File: src/rtl/jstk2_pkg.sv
// jstk2_pkg -- shared constants, state encoding and decode field positions for the JSTK2 scheduler.
// Rev 1.0
`default_nettype none

package jstk2_pkg;

  localparam logic [7:0] CMD_SET_LED = 8'h84;
  localparam logic [7:0] CMD_NOP     = 8'h00;
  localparam int         FRAME_LEN   = 5;

  // Received-byte positions used to rebuild the position and button fields
  localparam int X_LO_IDX = 0;
  localparam int X_HI_IDX = 1;
  localparam int Y_LO_IDX = 2;
  localparam int Y_HI_IDX = 3;
  localparam int BTN_IDX  = 4;

  typedef enum logic [2:0] {
    IDLE  = 3'd0,
    SETUP = 3'd1,
    SEND  = 3'd2,
    WAIT  = 3'd3,
    GAP   = 3'd4,
    HOLD  = 3'd5
  } state_t;

  function automatic int max2(input int a, input int b);
    return (a > b) ? a : b;
  endfunction

endpackage

`default_nettype wire

File: src/rtl/jstk2_delay_timer.sv
// jstk2_delay_timer -- loadable down-counter that parks at zero; expired while the count is zero.
// Rev 1.0
`default_nettype none

module jstk2_delay_timer #(
  parameter int W = 12
) (
  input  logic         clk,
  input  logic         rst_n,
  input  logic         i_load,
  input  logic [W-1:0] i_value,
  output logic [W-1:0] o_count,
  output logic         o_expired
);

  logic [W-1:0] r_count;

  always_ff @(posedge clk or negedge rst_n) begin
    if (!rst_n) begin
      r_count <= '0;
    end else if (i_load) begin
      r_count <= i_value;
    end else if (r_count != '0) begin
      r_count <= r_count - W'(1);
    end
  end

  assign o_count   = r_count;
  assign o_expired = (r_count == '0);

endmodule

`default_nettype wire

File: src/rtl/jstk2_frame_scheduler.sv
// jstk2_frame_scheduler -- arbitrates color/poll requests into 5-byte JSTK2 SPI frames and decodes position.
// Rev 1.0
`default_nettype none

module jstk2_frame_scheduler
  import jstk2_pkg::*;
#(
  parameter int POLL_DIV = 120000,
  parameter int SS_SETUP = 180,
  parameter int BYTE_GAP = 300,
  parameter int TIMEOUT  = 4095
) (
  input  logic        clk,
  input  logic        rst_n,
  input  logic [23:0] color_in,
  input  logic        color_valid,
  output logic        byte_start,
  output logic [7:0]  byte_tx,
  input  logic [7:0]  byte_rx,
  input  logic        byte_done,
  output logic        ss_n,
  output logic [9:0]  x_pos,
  output logic [9:0]  y_pos,
  output logic [1:0]  buttons,
  output logic        pos_valid,
  output logic        busy,
  output logic        timeout_err
);

  localparam int MAXV = max2(max2(POLL_DIV, SS_SETUP), max2(BYTE_GAP, TIMEOUT));
  localparam int CW   = $clog2(MAXV);

  state_t        r_state, w_next;
  logic [2:0]    r_idx;
  logic [7:0]    r_frame [FRAME_LEN];
  logic [7:0]    r_rx    [FRAME_LEN-1];
  logic [23:0]   r_color;
  logic          r_color_pending, r_poll_pending;
  logic [CW-1:0] r_poll_cnt;
  logic [9:0]    r_x_pos, r_y_pos;
  logic [1:0]    r_buttons;
  logic          r_pos_valid, r_timeout_err;

  logic          w_poll_wrap, w_start, w_advance, w_store, w_decode, w_abort;
  logic          w_tmr_load, w_tmr_expired;
  logic [CW-1:0] w_tmr_val, w_tmr_count;

  jstk2_delay_timer #(.W(CW)) u_timer (
    .clk       (clk),
    .rst_n     (rst_n),
    .i_load    (w_tmr_load),
    .i_value   (w_tmr_val),
    .o_count   (w_tmr_count),
    .o_expired (w_tmr_expired)
  );

  assign w_poll_wrap = (r_poll_cnt == CW'(POLL_DIV - 1));

  always_ff @(posedge clk or negedge rst_n) begin
    if (!rst_n) r_state <= IDLE;
    else        r_state <= w_next;
  end

  // Timer reloads are one less than the wanted residency because the
  // counter spends a cycle at zero before the state moves on.
  always_comb begin
    w_next     = r_state;
    w_tmr_load = 1'b0;
    w_tmr_val  = '0;
    w_start    = 1'b0;
    w_advance  = 1'b0;
    w_store    = 1'b0;
    w_decode   = 1'b0;
    w_abort    = 1'b0;
    case (r_state)
      IDLE: if (r_color_pending || r_poll_pending) begin
        w_next     = SETUP;
        w_start    = 1'b1;
        w_tmr_load = 1'b1;
        w_tmr_val  = CW'(SS_SETUP - 1);
      end
      SETUP: if (w_tmr_expired) w_next = SEND;
      SEND: begin
        w_next     = WAIT;
        w_tmr_load = 1'b1;
        w_tmr_val  = CW'(TIMEOUT - 1);
      end
      WAIT: if (byte_done) begin
        w_store    = 1'b1;
        w_tmr_load = 1'b1;
        if (r_idx == 3'(FRAME_LEN - 1)) begin
          w_decode  = 1'b1;
          w_next    = HOLD;
          w_tmr_val = CW'(BYTE_GAP - 1);
        end else begin
          w_next    = GAP;
          w_tmr_val = CW'(BYTE_GAP - 2);
        end
      end else if (w_tmr_count == '0) begin
        w_abort    = 1'b1;
        w_next     = HOLD;
        w_tmr_load = 1'b1;
        w_tmr_val  = CW'(BYTE_GAP - 1);
      end
      GAP: if (w_tmr_expired) begin
        w_next    = SEND;
        w_advance = 1'b1;
      end
      HOLD: if (w_tmr_expired) w_next = IDLE;
      default: w_next = IDLE;
    endcase
  end

  always_ff @(posedge clk or negedge rst_n) begin
    if (!rst_n) begin
      r_poll_cnt      <= '0;
      r_poll_pending  <= 1'b0;
      r_color         <= '0;
      r_color_pending <= 1'b0;
      r_idx           <= '0;
      r_x_pos         <= '0;
      r_y_pos         <= '0;
      r_buttons       <= '0;
      r_pos_valid     <= 1'b0;
      r_timeout_err   <= 1'b0;
      for (int i = 0; i < FRAME_LEN; i++)     r_frame[i] <= '0;
      for (int i = 0; i < FRAME_LEN - 1; i++) r_rx[i]    <= '0;
    end else begin
      r_poll_cnt <= w_poll_wrap ? '0 : r_poll_cnt + CW'(1);
      // New requests arriving on the frame-start edge survive the clear
      if (w_poll_wrap)  r_poll_pending <= 1'b1;
      else if (w_start) r_poll_pending <= 1'b0;
      if (color_valid) begin
        r_color         <= color_in;
        r_color_pending <= 1'b1;
      end else if (w_start) begin
        r_color_pending <= 1'b0;
      end
      if (w_start) begin
        r_idx      <= '0;
        r_frame[0] <= r_color_pending ? CMD_SET_LED : CMD_NOP;
        r_frame[1] <= r_color_pending ? r_color[23:16] : 8'h00;
        r_frame[2] <= r_color_pending ? r_color[15:8]  : 8'h00;
        r_frame[3] <= r_color_pending ? r_color[7:0]   : 8'h00;
        r_frame[4] <= 8'h00;
      end else if (w_advance) begin
        r_idx <= r_idx + 3'd1;
      end
      if (w_store && !w_decode) r_rx[r_idx[1:0]] <= byte_rx;
      if (w_decode) begin
        r_x_pos   <= {r_rx[X_HI_IDX][1:0], r_rx[X_LO_IDX]};
        r_y_pos   <= {r_rx[Y_HI_IDX][1:0], r_rx[Y_LO_IDX]};
        r_buttons <= byte_rx[1:0];
      end
      r_pos_valid   <= w_decode;
      r_timeout_err <= w_abort;
    end
  end

  assign byte_start  = (r_state == SEND);
  assign byte_tx     = (r_state == SEND) ? r_frame[r_idx] : 8'h00;
  assign ss_n        = !((r_state == SETUP) || (r_state == SEND) ||
                         (r_state == WAIT)  || (r_state == GAP));
  assign busy        = (r_state != IDLE);
  assign x_pos       = r_x_pos;
  assign y_pos       = r_y_pos;
  assign buttons     = r_buttons;
  assign pos_valid   = r_pos_valid;
  assign timeout_err = r_timeout_err;

endmodule

`default_nettype wire
File: config.mk
export PLATFORM = sky130hd
export DESIGN_NAME = jstk2_frame_scheduler
export DESIGN_NICKNAME = d
export VERILOG_FILES = /design/src/rtl/jstk2_pkg.sv /design/src/rtl/jstk2_delay_timer.sv /design/src/rtl/jstk2_frame_scheduler.sv
export SDC_FILE = /design/constraint.sdc
export NUM_CORES = 1
export LEC_CHECK = 0
export BUFFER_PORTS_ARGS = -buffer_cell sky130_fd_sc_hd__buf_4
export CAP_MARGIN = 25
export CORE_MARGIN = 10
export CORE_UTILIZATION = 53
export CTS_CLUSTER_SIZE = 12
export DETAILED_ROUTE_END_ITERATION = 6
export GPL_TIMING_DRIVEN = 0
export PLACE_DENSITY = 0.76
export SLEW_MARGIN = 20
export SYNTH_ARGS = -nofsm -noshare
export SYNTH_HDL_FRONTEND = slang
export SYNTH_HIERARCHICAL = 1
export SYNTH_SLANG_ARGS = --single-unit
File: constraint.sdc
create_clock -name clk -period 2.2 [get_ports clk]
set_input_delay 0.44 -clock clk [delete_from_list [all_inputs] [get_ports clk]]
set_output_delay 0.44 -clock clk [all_outputs]
set_load 0.005 [all_outputs]
-- Word level (Yosys, flattened, before mapping)
Index checks and enable logic that the tools add are counted.
- register bits after elaboration: 154
- logic and storage cells: 101
- eq/ne operators: 11
- $lt $le $gt $ge: 3
- $add $sub $neg: 3
- bitwise gates (word level): 2
- reduce and logical (&&, ||, !) cells: 18
- multiplexer cells: 44
- operators by type and width (kind ; count):
    8-bit 2-to-1 mux ; 9
    17-bit 2-to-1 mux ; 4
    17-bit one-hot mux with 3 select lines ; 1
    32-bit bitwise mux ; 1
    8-bit binary-select mux with 3-bit select ; 1
    3-bit 2-to-1 mux ; 7
    17-bit by 1-bit adder with 17-bit output (second input constant) ; 1
    17-bit == test (second input constant) ; 1
    17-bit zero test ; 1
    1-bit 2-to-1 mux ; 17
    17-bit nonzero test ; 1
    17-bit by 1-bit subtractor with 17-bit output (second input constant) ; 1
    8-bit demux with 2-bit select ; 1
    3-bit one-hot mux with 5 select lines ; 1
    3-bit == test (second input constant) ; 3
    9-bit 2-to-1 mux ; 1
    2-bit nonzero test ; 4
    3-bit by 2-bit == test with 1-bit output (second input constant) ; 2
    4-bit greater-or-equal comparator (second input constant) ; 1
    1-bit logical OR ; 4
    2-bit by 1-bit != test with 1-bit output (second input constant) ; 2
    3-bit NOT with 4-bit output ; 1
    4-bit AND reduction ; 1
    3-bit by 1-bit adder with 3-bit output (second input constant) ; 1
    12 further kinds ; 14

-- Depth between registers and ports, before layout
- word-level depth: 6
- mapped depth: 10
- mapped depth without buffers: 9

-- Cells and area by module
Netlist, hierarchy kept.
- by module, submodules not included (module ; instances ; cells an instance ; seq. area each (um2) ; area an instance (um2)):
    jstk2_frame_scheduler ; 1 ; 380 ; 2952.8 ; 5133.7
    jstk2_delay_timer ; 1 ; 109 ; 425.4 ; 1033.5

-- Worst setup path before layout
OpenSTA, ideal clock, no wires.
- path kind: register to register
- start: register u_timer.r_count[0] (netlist: u_timer/o_count[0])
- end: register r_idx[2]
- buffers on the path: 1
- slack: -0.159 ns
- data required time: 2.074 ns
- clock period less this slack: 2.359 ns
- library setup time: 0.126 ns
- stages on the path, launching flop included: 11
- arrival: 2.234 ns
- path through: dfrtp_1 inv_1 ha_1 nor4b_1 nand2b_1 nor3_2 buf_2 and4bb_1 nand2_1 xor2_1 nor2_1
- word-level cells in the longest chain between the ends: 4
- RTL lines (element ; RTL line ; source):
    from (decl) ; jstk2_delay_timer.sv:16 ; logic [W-1:0] r_count;
    from (signal assigned) ; jstk2_delay_timer.sv:22 ; r_count <= i_value;
    from (signal assigned) ; jstk2_delay_timer.sv:24 ; r_count <= r_count - W'(1);
    17-bit zero test ; jstk2_delay_timer.sv:29 ; assign o_expired = (r_count == '0);
    via w_tmr_expired ; jstk2_frame_scheduler.sv:45 ; logic w_tmr_load, w_tmr_expired;
    1-bit 2-to-1 mux ; jstk2_frame_scheduler.sv:105 ; GAP: if (w_tmr_expired) begin
    1-bit 2-to-1 mux ; jstk2_frame_scheduler.sv:75 ; case (r_state)
    2-bit nonzero test (no source line) ; -- ;
    to (signal assigned) ; jstk2_frame_scheduler.sv:147 ; r_idx <= r_idx + 3'd1;
    to (decl) ; jstk2_frame_scheduler.sv:34 ; logic [2:0] r_idx;
The timed path passes the listed nets, and every way through them passes these cells.
A chain may end at the register's enable or synchronous reset.

-- Worst setup path in the final report
- start: register r_state[2]
- end: output byte_tx[3]
- word-level cells in the longest chain between the ends: 2
- RTL lines (element ; RTL line ; source):
    from (decl) ; jstk2_frame_scheduler.sv:33 ; state_t r_state, w_next;
    from (signal assigned) ; jstk2_frame_scheduler.sv:61 ; else r_state <= w_next;
    3-bit by 2-bit == test with 1-bit output ; jstk2_frame_scheduler.sv:161 ; assign byte_tx = (r_state == SEND) ? r_frame[r_idx] : 8'h00;
    8-bit 2-to-1 mux ; jstk2_frame_scheduler.sv:161 ;
    to (decl) ; jstk2_frame_scheduler.sv:18 ; output logic [7:0] byte_tx,
No other way between the ends.

==> flow_summary.yaml <==
run_status:
  status: "finished, violations left"
  violations: "setup timing"
power:
  pwr-share-clk_pct: 44.2
  p_int_mw: 4.699
  ir_drop_v: 0.0007898
  powerDensity_nw_per_um2: 796.3
  swShare_pct: 24.97
  netSwitchingPower_mw: 1.563
  p_leak_nw: 3.670
  seqPwrFrac_pct: 45.9
  combPwrFrac_pct: 9.9
grt:
  grt_pass1_vias: 4326
  grt_usage_pct: 16.67
  grt.overflow.total: 0
  grt_max_degree: 70
  grt_pass1_wl_um: 21970
  antenna_found_initial: 0
final_layout:
  syn2layout_area_growth_pct: 27.53
  diodes: 0
  fill_cells: 817
  final_nets: 645
  multi_input_comb_area_um2: 2815
  final_cells: 759
  ff_latch_area_um2: 3381
  final_core_util_pct: 68.88
  drive_gt1_share_pct: 38.31
  postLayoutCellArea_um2: 7865
floorplanning:
  die-area_um2: 16350
  num_rows: 39
  start_util_pct: 54.01
  dieWidth_um: 127.9
  die_y_um: 127.9
  ios: 71
  core_um2: 11420
setup_path:
  startpoint: "r_state[2]"
  cp.arrival_ps: 1770
  r2r_cells: 8
  startpoint_type: "register"
  worst_ep_required_time_ps: 1760
  critPathCaptureType: "output pin"
  critPathKind: "register to output pin"
  r2r-start: "u_timer/o_count[4]"
  path_max_fanout: 8
route:
  vias_per_cell: 5.605
  drtIter0Drc: 244
  drc: 0
  ant_nets: 0
  drt-total-wl_um: 13660
  vias: 4254
  dr.pass1.iters: 5
  wl_per_cell_um: 17.99
synthesis:
  synthArstFlopShare_pct: 100.0
  synth-seq-cells: 135
  netlist_area_um2: 6167
  synth.distinct_cells: 63
  ys_seq_area_share_pct: 54.78
  synth_edf_count: 0
  synthTopCellsByCount: "dfrtp_1, nor2_1, mux2_2"
  syn_area_per_cell_um2: 12.61
  yosys.cell_count.top_type: "dfrtp_1"
  yosysTopAreaCellShare_pct: 54.78
  netlist_instances: 489
  netlist_top_cells_area: "dfrtp_1, mux2_2, mux2_4, a22o_1, mux2_1"
  synth_flop_cell: "dfrtp_1"
  synth_top_area_cell: "dfrtp_1"
  synth_warnings: 6
sta:
  whs_ps: 246.0
  drv_slew: 0
  setup-violations-final: 1
  fin_crit_sh_pct: 100.4
  slew_headroom_pct: 65.75
  max_freq_mhz: 452.6
  rsz0062_at_grt: "yes"
  timing.final.crit_period_ps: 2210
  finalHoldViolations: 0
  finClkSkew_ps: 3.993
  worst_pin_slew_ps: 513.8
  fin_ws_ps: -9.599
hold_path:
  worstHoldStart: "byte_done"
  holdPathStages: 2
  hold_path.class: "input pin to register"
job:
  cap_violations: 0
cts:
  clkTransAtPathRegs_ps: 60
  cts_buffers: 17
  root_buffer: "clkbuf_16"
  clock_latency_ps: 410
  clock_sink_count: 135
  clock_path_buffers: 2
  cts_tree: "yes"
  h-tree-depth: 4
place:
  place_inst: 706
  placement.io_buffers: 69
  place_hpwl_um: 8930
  gp_congestion: 0.8575
  placed_area_um2: 6920
[per-layer routing]
layer	up-vias	global-route usage, %	wire, um
li1	1993	-	-
met1	2118	21.63	6265
met2	128	25.80	6518
met3	15	5.707	751
met4	0	5.099	120
met5	-	0	0
[power groups by stage]
| stage | Combinational [mW] | Clock (mW) | Sequential, mW |
|---|---|---|---|
| finish | 0.620 | 2.77 | 2.87 |
| global route | 0.682 | 2.93 | 2.89 |
| CTS | 0.585 | 2.82 | 2.85 |
| detailed placement | 0.556 | 0 | 2.87 |
| global placement | 0.525 | 0 | 2.87 |
| floorplan | 0.381 | 0 | 2.82 |
[placed cells by master (no fill, tap or decap), types with 6 or more instances in the layout]
cell type | netlist | final
mux2_4 | 16 | 16
xor2_1 | 10 | 10
mux2i_1 | 8 | 7
nor2_1 | 39 | 31
o21ai_0 | 9 | 9
clkbuf_1 | 9 | 6
nor3_1 | 10 | 10
a21oi_1 | 9 | 6
o31ai_1 | 14 | 14
nand3_1 | 11 | 11
nand2_1 | 29 | 29
clkbuf_16 | 0 | 17
xnor2_1 | 15 | 15
nor4_1 | 8 | 6
dfrtp_1 | 135 | 133
buf_4 | 0 | 86
mux2_2 | 36 | 36
mux2_1 | 14 | 14
a22o_1 | 24 | 24
buf_6 | 3 | 7
[state kept, by name, indices dropped and copies added (netlist names)]
| name | flops |
|---|---|
| buttons | 2 |
| pos_valid | 1 |
| r_color | 24 |
| r_color_pending | 1 |
| r_frame | 25 |
| r_idx | 3 |
| r_poll_cnt | 17 |
| r_poll_pending | 1 |
| r_rx | 20 |
| r_state | 3 |
| timeout_err | 1 |
| u_timer/o_count | 17 |
| x_pos | 10 |
| y_pos | 10 |
[area by class of cell]
class	count	area share (%)
timing repair buffer	92	9.418
buffer	19	1.829
tap	143	2.275
sequential	135	42.98
clock buffer	24	6.125
inverter	7	0.3500
clock inverter	8	1.225
multi-input combinational	331	35.79
[critical path, stage by stage (launching register included)]
cell      delay [ps]
dfrtp_2          430
nand2b_4         170
or3_4            450
nor2_2           170
buf_4            130
[per-stage QoR]
step	power, mW	setup TNS (ps)	worst slack, ps
2_1_floorplan	3.205	0	10.95
3_3_place_gp	3.390	-5734	-384.4
3_5_place_dp	3.427	-8316	-457.9
4_1_cts	6.252	-46.87	-41.07
5_1_grt	6.510	-830.8	-76.24
6_report	6.263	-9.599	-9.599
[cells by family (layout without fill, tap and decap cells)]
logic type / Yosys count / count (layout) / synth area share, %
DFF: 135 / 135 / 54.78
adders and majority gates: 6 / 6 / 1.217
xor gates and xnor gates: 25 / 25 / 3.550
buffers and inverters: 27 / 150 / 2.333
AOI/OAI and AO/OA: 73 / 73 / 8.988
muxes: 76 / 76 / 15.05
other: 1 / 5 / 0.06081
and+or+nand+nor: 146 / 146 / 14.02
[worst paths after layout]
path | slack [ps] | end
worst min register to register | 470 | r_poll_cnt[16]
worst min-delay path | 250 | timeout_err
max in group asynchronous | 930 | r_state[2]
worst max-delay path | -10 | byte_tx[3]
min in group asynchronous | 570 | y_pos[1]
worst max register to register | 20 | u_timer/o_count[8]
[timing repair]
item	4_1_cts	5_1_grt
pin swaps	2	4
buffers inserted	11	10
gates resized for setup	25	30
hold endpoints to repair	67	0
hold buffers	1	0
setup endpoints to repair	68	31
gates cloned	0	0
Note: power is estimated with default switching activity, not from simulation.
